### src/rtl/relu_pool_ctrl.sv
// relu_pool_ctrl: sequencer for the ReLU + 2x2 max-pool datapath.
// Takes one layer command, streams PE pixels into the pool stage channel by
// channel, flushes the pool pipeline at each channel end, and emits write
// enables with linear addresses into the output feature buffer.
// Optional build macro RELU_POOL_CHECK_EN adds a pool_dout_start input and a
// sticky err output that cross-checks write timing against the datapath.
//
// state  | meaning
// -------+------------------------------------------------------------
// IDLE   | waiting for start; latches layer_sel / num_channels
// LOAD   | clears counters and address; skips straight to DONE if 0 channels
// STREAM | accepts PE pixels; tags bottom-right pixel of each 2x2 window
// DRAIN  | POOL_LATENCY flush cycles to push the last window out
// DONE   | one-cycle done pulse
module relu_pool_ctrl #(
   parameter int FMAP_L1      = 28,
   parameter int FMAP_L2      = 10,
   parameter int POOL_LATENCY = 3,
   parameter int ADDR_W       = 11
) (
   input  logic              clk,
   input  logic              rst,
   input  logic              start,
   input  logic              layer_sel,
   input  logic [4:0]        num_channels,
   input  logic              src_valid,
   output logic              src_ready,
   output logic              pool_rd_en,
   output logic              flush,
   output logic [4:0]        featmap_size,
   output logic              convlayer_state,
   output logic              wr_en,
   output logic [ADDR_W-1:0] wr_addr,
   output logic [4:0]        channel_idx,
   output logic              busy,
   output logic              done
`ifdef RELU_POOL_CHECK_EN
   ,
   input  logic              pool_dout_start,
   output logic              err
`endif
);

   localparam int DW = $clog2(POOL_LATENCY + 1);

   typedef enum logic [2:0] {IDLE, LOAD, STREAM, DRAIN, DONE} state_t;

   state_t                  state;
   logic [4:0]              num_ch;
   logic [4:0]              col;
   logic [4:0]              row;
   logic [DW-1:0]           drain_cnt;
   logic [POOL_LATENCY-1:0] tag;
   logic [POOL_LATENCY:0]   tag_ext;
   logic [4:0]              fm_last;
   logic                    accept;
   logic                    tag_in;
   logic                    drain_last;
   logic                    last_channel;

   assign fm_last      = featmap_size - 5'd1;
   assign accept       = src_ready & src_valid;
   // A window completes on the pixel at odd row and odd column.
   assign tag_in       = accept & row[0] & col[0];
   assign tag_ext      = {tag, tag_in};
   assign pool_rd_en   = accept | flush;
   assign wr_en        = pool_rd_en & tag[POOL_LATENCY-1];
   assign drain_last   = (state == DRAIN) && (drain_cnt == DW'(1));
   assign last_channel = (channel_idx == (num_ch - 5'd1));

   // Main sequencer: state, counters, tag pipeline and registered status outputs.
   always_ff @(posedge clk) begin
      if (rst) begin
         state           <= IDLE;
         num_ch          <= '0;
         col             <= '0;
         row             <= '0;
         drain_cnt       <= '0;
         tag             <= '0;
         featmap_size    <= '0;
         convlayer_state <= 1'b0;
         wr_addr         <= '0;
         channel_idx     <= '0;
         src_ready       <= 1'b0;
         flush           <= 1'b0;
         busy            <= 1'b0;
         done            <= 1'b0;
      end else begin
         done <= 1'b0;
         if (pool_rd_en) tag <= tag_ext[POOL_LATENCY-1:0];
         if (wr_en) wr_addr <= wr_addr + 1'b1;
         case (state)
            IDLE: begin
               if (start) begin
                  convlayer_state <= layer_sel;
                  num_ch          <= num_channels;
                  featmap_size    <= layer_sel ? 5'(FMAP_L2) : 5'(FMAP_L1);
                  busy            <= 1'b1;
                  state           <= LOAD;
               end
            end
            LOAD: begin
               col         <= '0;
               row         <= '0;
               channel_idx <= '0;
               wr_addr     <= '0;
               if (num_ch == 5'd0) begin
                  done  <= 1'b1;
                  state <= DONE;
               end else begin
                  src_ready <= 1'b1;
                  state     <= STREAM;
               end
            end
            STREAM: begin
               if (src_valid) begin
                  if (col == fm_last) begin
                     col <= '0;
                     row <= row + 5'd1;
                  end else begin
                     col <= col + 5'd1;
                  end
                  if ((row == fm_last) && (col == fm_last)) begin
                     src_ready <= 1'b0;
                     flush     <= 1'b1;
                     drain_cnt <= DW'(POOL_LATENCY);
                     state     <= DRAIN;
                  end
               end
            end
            DRAIN: begin
               drain_cnt <= drain_cnt - DW'(1);
               if (drain_cnt == DW'(1)) begin
                  flush <= 1'b0;
                  if (last_channel) begin
                     done  <= 1'b1;
                     state <= DONE;
                  end else begin
                     channel_idx <= channel_idx + 5'd1;
                     row         <= '0;
                     col         <= '0;
                     src_ready   <= 1'b1;
                     state       <= STREAM;
                  end
               end
            end
            DONE: begin
               busy  <= 1'b0;
               state <= IDLE;
            end
            default: state <= IDLE;
         endcase
      end
   end

`ifdef RELU_POOL_CHECK_EN
   logic first_pend;

   // Sticky check: datapath output-start must coincide with each channel's first write.
   always_ff @(posedge clk) begin
      if (rst) begin
         err        <= 1'b0;
         first_pend <= 1'b0;
      end else if (state == LOAD) begin
         err        <= 1'b0;
         first_pend <= 1'b1;
      end else begin
         if (wr_en) first_pend <= 1'b0;
         if (drain_last && !last_channel) first_pend <= 1'b1;
         if ((pool_dout_start && !wr_en) || (wr_en && first_pend && !pool_dout_start))
            err <= 1'b1;
      end
   end
`endif

endmodule

### config.mk
export PLATFORM = sky130hd
export DESIGN_NAME = relu_pool_ctrl
export DESIGN_NICKNAME = d
export VERILOG_FILES = /design/src/rtl/relu_pool_ctrl.sv
export SDC_FILE = /design/constraint.sdc
export NUM_CORES = 1
export LEC_CHECK = 0
export BUFFER_PORTS_ARGS = -buffer_cell sky130_fd_sc_hd__buf_2
export CAP_MARGIN = 5
export CORE_UTILIZATION = 40
export CTS_CLUSTER_DIAMETER = 40
export CTS_CLUSTER_SIZE = 14
export DETAILED_ROUTE_END_ITERATION = 7
export PLACE_DENSITY = 0.66
export REMOVE_ABC_BUFFERS = 1
export SYNTH_ARGS = -nofsm -noshare
export SYNTH_HDL_FRONTEND = slang
export SYNTH_SLANG_ARGS = --single-unit
### constraint.sdc
create_clock -name clk -period 5.7 [get_ports clk]
set_input_delay 0 -clock clk [delete_from_list [all_inputs] [get_ports clk]]
set_output_delay 0 -clock clk [all_outputs]
set_load 0.05 [all_outputs]
==> results of run 1 <==
synthesized netlist by cell type, drive strengths merged (3+ instances only):
cell type,instances
or3,9
buf,9
o21a,3
nand4,5
mux2i,5
a31oi,3
xnor2,9
dfxtp,46
clkbuf,7
o21ai,13
inv,11
and3,6
a21oi,33
nand3,13
xor2,11
nand2,29
nand2b,7
ha,7
nor2,36
nor2b,4
nor3,5
state kept, by name (all words and copies together), names as in the netlist:
register and flops:
wr_addr 11, tag 3, drain_cnt 2, featmap_size 3
done 1, busy 1, state 3, row 5
src_ready 1, flush 1, channel_idx 5, col 5
num_ch 5
per-layer routing:
layer	wire length (µm)	share of wire [%]	global-route usage, %	vias up
li1	-	-	-	1118
met1	2590	49	22.1	975
met2	2410	46	28.4	41
met3	159	3.0	2.74	5
met4	71	1.4	6.43	0
met5	0	0	0	-
through the flow:
stage / std cells / instance area [µm²] / worst slack, ns
after global placement: 396 / 2620 / 3.29
after detailed placement: 396 / 2620 / 3.22
after floorplan: 285 / 2350 / 2.78
after global routing: 410 / 2770 / 2.93
final: 410 / 2770 / 3.19
after CTS: 410 / 2770 / 3.20
layout make-up:
cell class / instances / share of cell area [%]
Inverter: 11 / 1.49
Tap cell: 75 / 3.39
Clock inverter: 1 / 0.181
Clock buffer: 7 / 3.12
Multi-Input combinational cell: 228 / 49.9
Timing Repair Buffer: 42 / 8.67
Sequential cell: 46 / 33.2
power groups by stage:
stage               combinational (mW)  clock, mW  sequential (mW)
global placement                 0.192          0            0.371
detailed placement               0.194          0            0.371
CTS                              0.198      0.212            0.364
global route                     0.220      0.226            0.369
finish                           0.198      0.204            0.365
floorplan                        0.121          0            0.395
what timing repair did:
item | in CTS | in global routing
hold buffers | 6 | 0
endpoints found under the setup margin | 0 | 0
endpoints found under the hold margin | 6 | 0
cells by family (layout without fill, tap and decap cells):
family	Yosys count	count (layout)	synth area share [%]
AO/OA/AOI/OAI	66	66	16.6
multiplexers	7	7	2.98
adder cells (fa/ha/maj)	7	7	3.60
buffers and inverters	27	61	5.30
AND/OR/NAND/NOR	127	127	26.3
flip-flops	46	46	37.8
XOR/XNOR	20	20	7.20
other	1	1	0.154
tightest hold or removal path, stage by stage:
cell	delay (ns)
buf_2	0.12
a21oi_1	0.12
a211oi_1	0.06
worst max path at each step:
stage          depth (start not counted)                         start                   to  slack (ns)
6_report                               9  featmap_size[2]$_SDFFE_PP0P_  col[3]$_SDFFE_PP0P_        3.19
2_1_floorplan                          9  featmap_size[1]$_SDFFE_PP0P_  col[3]$_SDFFE_PP0P_        2.78
4_1_cts                                9  featmap_size[1]$_SDFFE_PP0P_  col[3]$_SDFFE_PP0P_        3.20
3_5_place_dp                           9  featmap_size[1]$_SDFFE_PP0P_  col[3]$_SDFFE_PP0P_        3.22
5_1_grt                                9  featmap_size[1]$_SDFFE_PP0P_  col[2]$_SDFFE_PP0P_        2.93
3_3_place_gp                           9  featmap_size[2]$_SDFFE_PP0P_  col[3]$_SDFFE_PP0P_        3.29
==> metrics.cfg, run 1 <==
[run_status]
outcome = complete, but fails checks
violations = design-rule violations

[global_route]
grt_max_degree = 36
antenna_found_initial = 0
grt_pass1_wl_um = 8560
grt.total_usage_pct = 17.1
grt_pass1_vias = 1882
grt_overflow_total = 0

[detailed_routing]
wire_per_inst_um = 12.8
route.detailed.drc = 1
via_count = 2139
drt-pass1-iter-count = 6
vias_per_cell = 5.22
wl_um = 5230
drtAntennaViolNets = 0
drt-initial-drc-count = 90

[worst_hold_path]
holdPathStages = 3
hp-class = in2reg
min_from = start
hold_end = busy$_SDFFE_PP0P_

[worst_setup_path]
required_ns = 5.92
slowest_delay_ns = 0.47
cp.arrival_ns = 2.73
crit_path_start_kind = register
crit_chain = inv_1 > ha_1 > xnor2_1 > mux2i_1 > nor2_1 > nor2_2 > nand3_1 > or3_2 > a21oi_1
crit_buf_inv = 1
crit_path_end_kind = register
worstReg2RegStart = featmap_size[2]$_SDFFE_PP0P_
reg2reg_depth = 9
path_max_fanout = 13
cpMaxStageDelayCell = or3_2
r2r_slack_ns = 3.19
r2r-end = col[3]$_SDFFE_PP0P_
critical_path.top_delay_family = simple AND/OR/NAND/NOR gates
crit_type = reg2reg

[placement]
portBuffers = 36
place_hpwl_um = 3770
gp_congestion = 0.791

[finish]
nNetsFinal = 351
antennaDiodeCount = 0
seq_area_um2 = 921
final_common_cell = dfxtp_1
layout_common_cells = dfxtp_1, buf_2, nor2_1
drive_above_1_share_pct = 16.4
utilization_pct = 47.1
n_fill_cell = 584
multi_input_area_um2 = 1380
area_growth_pct = 13.9

[power_and_ir_drop]
switching_share_pct = 34.5
power_uw = 766
power.density_nw_per_um2 = 276
irDropWorstVdd_uv = 121
power.internal_uw = 502
clockPowerShare_pct = 26.6
netSwitchingPower_uw = 264
sequentialPowerShare_pct = 47.6
cellLeakagePower_nw = 1.09
combPwrFrac_pct = 25.8

[floorplanning]
rows = 28
fp.dieH_um = 80
die-area_um2 = 6400
initial_core_util_pct = 41.3
coreArea_um2 = 5890
io_pins = 38
die_x_um = 80

[synth]
yosysWarnings = 0
async_flop_share_pct = 0
ys_types = 50
yosys_register_bits = 46
syn_area_per_cell_um2 = 8.08
synth_top_area_share_pct = 37.8
postSynthCellCount = 301
synth_area_um2 = 2430
ys_seq_area_share_pct = 37.8
synth_top_flop_cell = dfxtp_1
synthTopCellsByArea = dfxtp_1, a21oi_1, nor2_1
netlist.top_cell.by_area = dfxtp_1
synth_edf_count = 0

[timing]
setup_viol = 0
finalClockSkew_ns = 0.0148
max_freq_mhz = 399
hold_viol = 0
fin_crit_ns = 2.51
slew_headroom_pct = 58.4
worst_slew_pin_slew_ns = 0.622
holdWs_ns = 0.0312
rsz0062_at_grt = false
period_share_pct = 44.0
drv_slew = 0
finalSetupTns_ns = 0

[clock_network]
cts.repair.resized = 0
post_cts_buffers = 0
cts-root-buf = clkbuf_8
numCtsBuffers = 5
cts_max_level = 2
cts_tree = built
clkLatencyLatePin_ns = 0.30
cts.path.max_buffers = 2
cts.sinks = 46
clk_pin_slew_ns = 0.09

[flow_run]
maxCapViolations = 0

Note: power is estimated with default switching activity, not from simulation.
==> run 2: changes to the inputs <==
--- a/config.mk
+++ b/config.mk
@@ -11,7 +11,7 @@
 export CTS_CLUSTER_DIAMETER = 40
 export CTS_CLUSTER_SIZE = 14
 export DETAILED_ROUTE_END_ITERATION = 7
-export PLACE_DENSITY = 0.66
+export PLACE_DENSITY = 0.68
 export REMOVE_ABC_BUFFERS = 1
 export SYNTH_ARGS = -nofsm -noshare
 export SYNTH_HDL_FRONTEND = slang
==> constraint.sdc (replaced) <==
create_clock -name clk -period 2.2 [get_ports clk]
set_input_delay 0 -clock clk [delete_from_list [all_inputs] [get_ports clk]]
set_output_delay 0 -clock clk [all_outputs]
set_load 0.05 [all_outputs]
==> run 2 against run 1 <==
The run now ends clean. Clock-buffer cell count fell by 1. Via count rose by 7.7%. Cell count rose by 4.6%. Largest cell class unchanged. Largest power group unchanged. Highest routed layer unchanged.
==> metrics.cfg, run 2 (synthesized netlist as in run 1, its figures left out) <==
[run_status]
outcome = completed

[worst_setup_path]
path_max_fanout = 3  ; -10
crit_type = reg2reg
cp.arrival_ns = 2.28  ; -0.45 ns
required_ns = 2.40  ; -3.52 ns
crit_path_end_kind = register
crit_path_start_kind = register

[finish]
final_common_cell = dfxtp_1
nNetsFinal = 370  ; +5.4%
layout_common_cells = dfxtp_1, buf_2, nor2_1
antennaDiodeCount = 0  ; unchanged
top_register = wr_addr
largest_reg_flops = 11  ; unchanged
area_growth_pct = 26.1
utilization_pct = 52.1  ; +5.1 points
drive_above_1_share_pct = 26.8  ; +10 points

[global_route]
antenna_found_initial = 0  ; unchanged
grt_pass1_vias = 2140  ; +14%
grt_pass1_wl_um = 9450  ; +10%
grt.total_usage_pct = 18.9  ; +1.8 points
grt_max_degree = 21  ; -42%
grt_overflow_total = 0  ; unchanged

[timing]
setup_ws_ns = 0.113  ; -3.08 ns
fin_crit_ns = 2.09  ; -0.418 ns
max_freq_mhz = 479  ; +20%
period_share_pct = 94.9  ; +51 points
setup_viol = 0  ; unchanged
slew_headroom_pct = 51.6  ; -6.8 points
drv_slew = 0  ; unchanged
worst_slew_pin_slew_ns = 0.719  ; +0.0978 ns
hold_viol = 0  ; unchanged
holdWs_ns = 0.0280  ; -0.00313 ns
finalClockSkew_ns = 0.00794  ; -0.00683 ns

[placement]
place_hpwl_um = 4230  ; +12%
portBuffers = 36  ; unchanged
gp_congestion = 0.852  ; +7.7%
place_ws_ns = 0.0499  ; -3.17 ns

[detailed_routing]
route.detailed.drc = 0  ; -1
drt-pass1-iter-count = 4  ; -2
vias_per_cell = 5.37  ; +2.9%
wire_per_inst_um = 13.8  ; +8.3%
via_count = 2303  ; +7.7%
drt-initial-drc-count = 111  ; +23%
drtAntennaViolNets = 0  ; unchanged
wl_um = 5930  ; +13%

[clock_network]
cts_max_level = 2  ; unchanged
cts-root-buf = clkbuf_8
numCtsBuffers = 5  ; unchanged
clk_pin_slew_ns = 0.09  ; about the same
cts.sinks = 46  ; unchanged
cts_tree = built
cts.path.max_buffers = 2  ; unchanged
clkLatencyLatePin_ns = 0.31  ; about the same

[power_and_ir_drop]
clockPowerShare_pct = 25.3  ; -1.3 points
cellLeakagePower_nw = 1.24  ; +14%
sequentialPowerShare_pct = 43.1  ; -4.5 points
irDropWorstVdd_uv = 296  ; +140%
netSwitchingPower_uw = 767  ; +190%
switching_share_pct = 35.4  ; +0.91 points
power.internal_mw = 1.40  ; +180%
power.density_nw_per_um2 = 705  ; +160%
combPwrFrac_pct = 31.5  ; +5.7 points

[floorplanning]
rows = 28  ; unchanged
io_pins = 38  ; unchanged
die-area_um2 = 6400  ; unchanged
coreArea_um2 = 5890  ; unchanged
fp.dieH_um = 80  ; unchanged
initial_core_util_pct = 41.3  ; unchanged
die_x_um = 80  ; unchanged

[worst_hold_path]
hp-class = in2reg

[flow_run]
maxCapViolations = 0  ; unchanged

-- run 2: cell types whose count changed in the layout (fill, tap and decap cells not counted), sizes merged --
cell and delta:
buf +19, clkinvlp +1, clkbuf -1
-- run 2: what timing repair did --
action / 4_1_cts / 5_1_grt
gates resized for setup: 0 / 28
buffers inserted: 0 / 1
setup endpoints to repair: 0 / 17
endpoints found under the hold margin: 6 / 0
hold buffers: 6 / 0
-- run 2: cell type report --
cell class / instances / area, µm²
clock buffer: 6 / 82.6
clock inverter: 2 / 12.5
fill: 572 / 2820
inverter: 11 / 41.3
multi-input combinational: 228 / 1520
sequential: 46 / 925
tap: 75 / 93.8
timing repair buffer: 61 / 390
-- run 2: path summary, 6_finish.rpt --
path                                              from  slack, ns  depth (start not counted)                           to
worst min register to register  num_ch[1]$_SDFFE_PP0P_       0.48                          2       num_ch[1]$_SDFFE_PP0P_
worst max-delay path            num_ch[1]$_SDFFE_PP0P_       0.11                          9  channel_idx[0]$_SDFFE_PP0P_
worst min-delay path                             start       0.03                          3            busy$_SDFFE_PP0P_
worst max register to register  num_ch[1]$_SDFFE_PP0P_       0.11                          9  channel_idx[0]$_SDFFE_PP0P_
-- run 2: routing by layer --
metal	vias to the layer above	share of wire, %	global-route usage [%]
met4	0	1.6	7.68
met5	-	0	0
li1	1153	-	-
met2	62	48	32.2
met1	1080	46	23.3
met3	8	4.3	3.20
-- run 2: power by group through the flow --
stage	clock network, mW	logic, mW	registers [mW]
3_3_place_gp	0	0.580	0.945
3_5_place_dp	0	0.588	0.946
6_report	0.549	0.682	0.934
2_1_floorplan	0	0.313	1.02
5_1_grt	0.599	0.741	0.940
4_1_cts	0.569	0.600	0.928
-- run 2: stage by stage --
stage          area [µm²]  setup TNS [ns]  total power [mW]  cells
6_report             3070               0              2.16    429
2_1_floorplan        2350          -11.74              1.34    285
3_5_place_dp         2760               0              1.53    414
4_1_cts              2910               0              2.10    428
5_1_grt              3070         -0.0160              2.28    429
3_3_place_gp         2760               0              1.53    414
-- run 2: worst max-delay path: stages (launching register included) --
cell and delay, ns:
dfxtp_2 0.35, inv_1 0.07, ha_4 0.26, xor2_1 0.14, nand2_1 0.09, or3_4 0.42, o21ai_4 0.17, mux2_4 0.32
a22oi_2 0.11, nor2_1 0.05
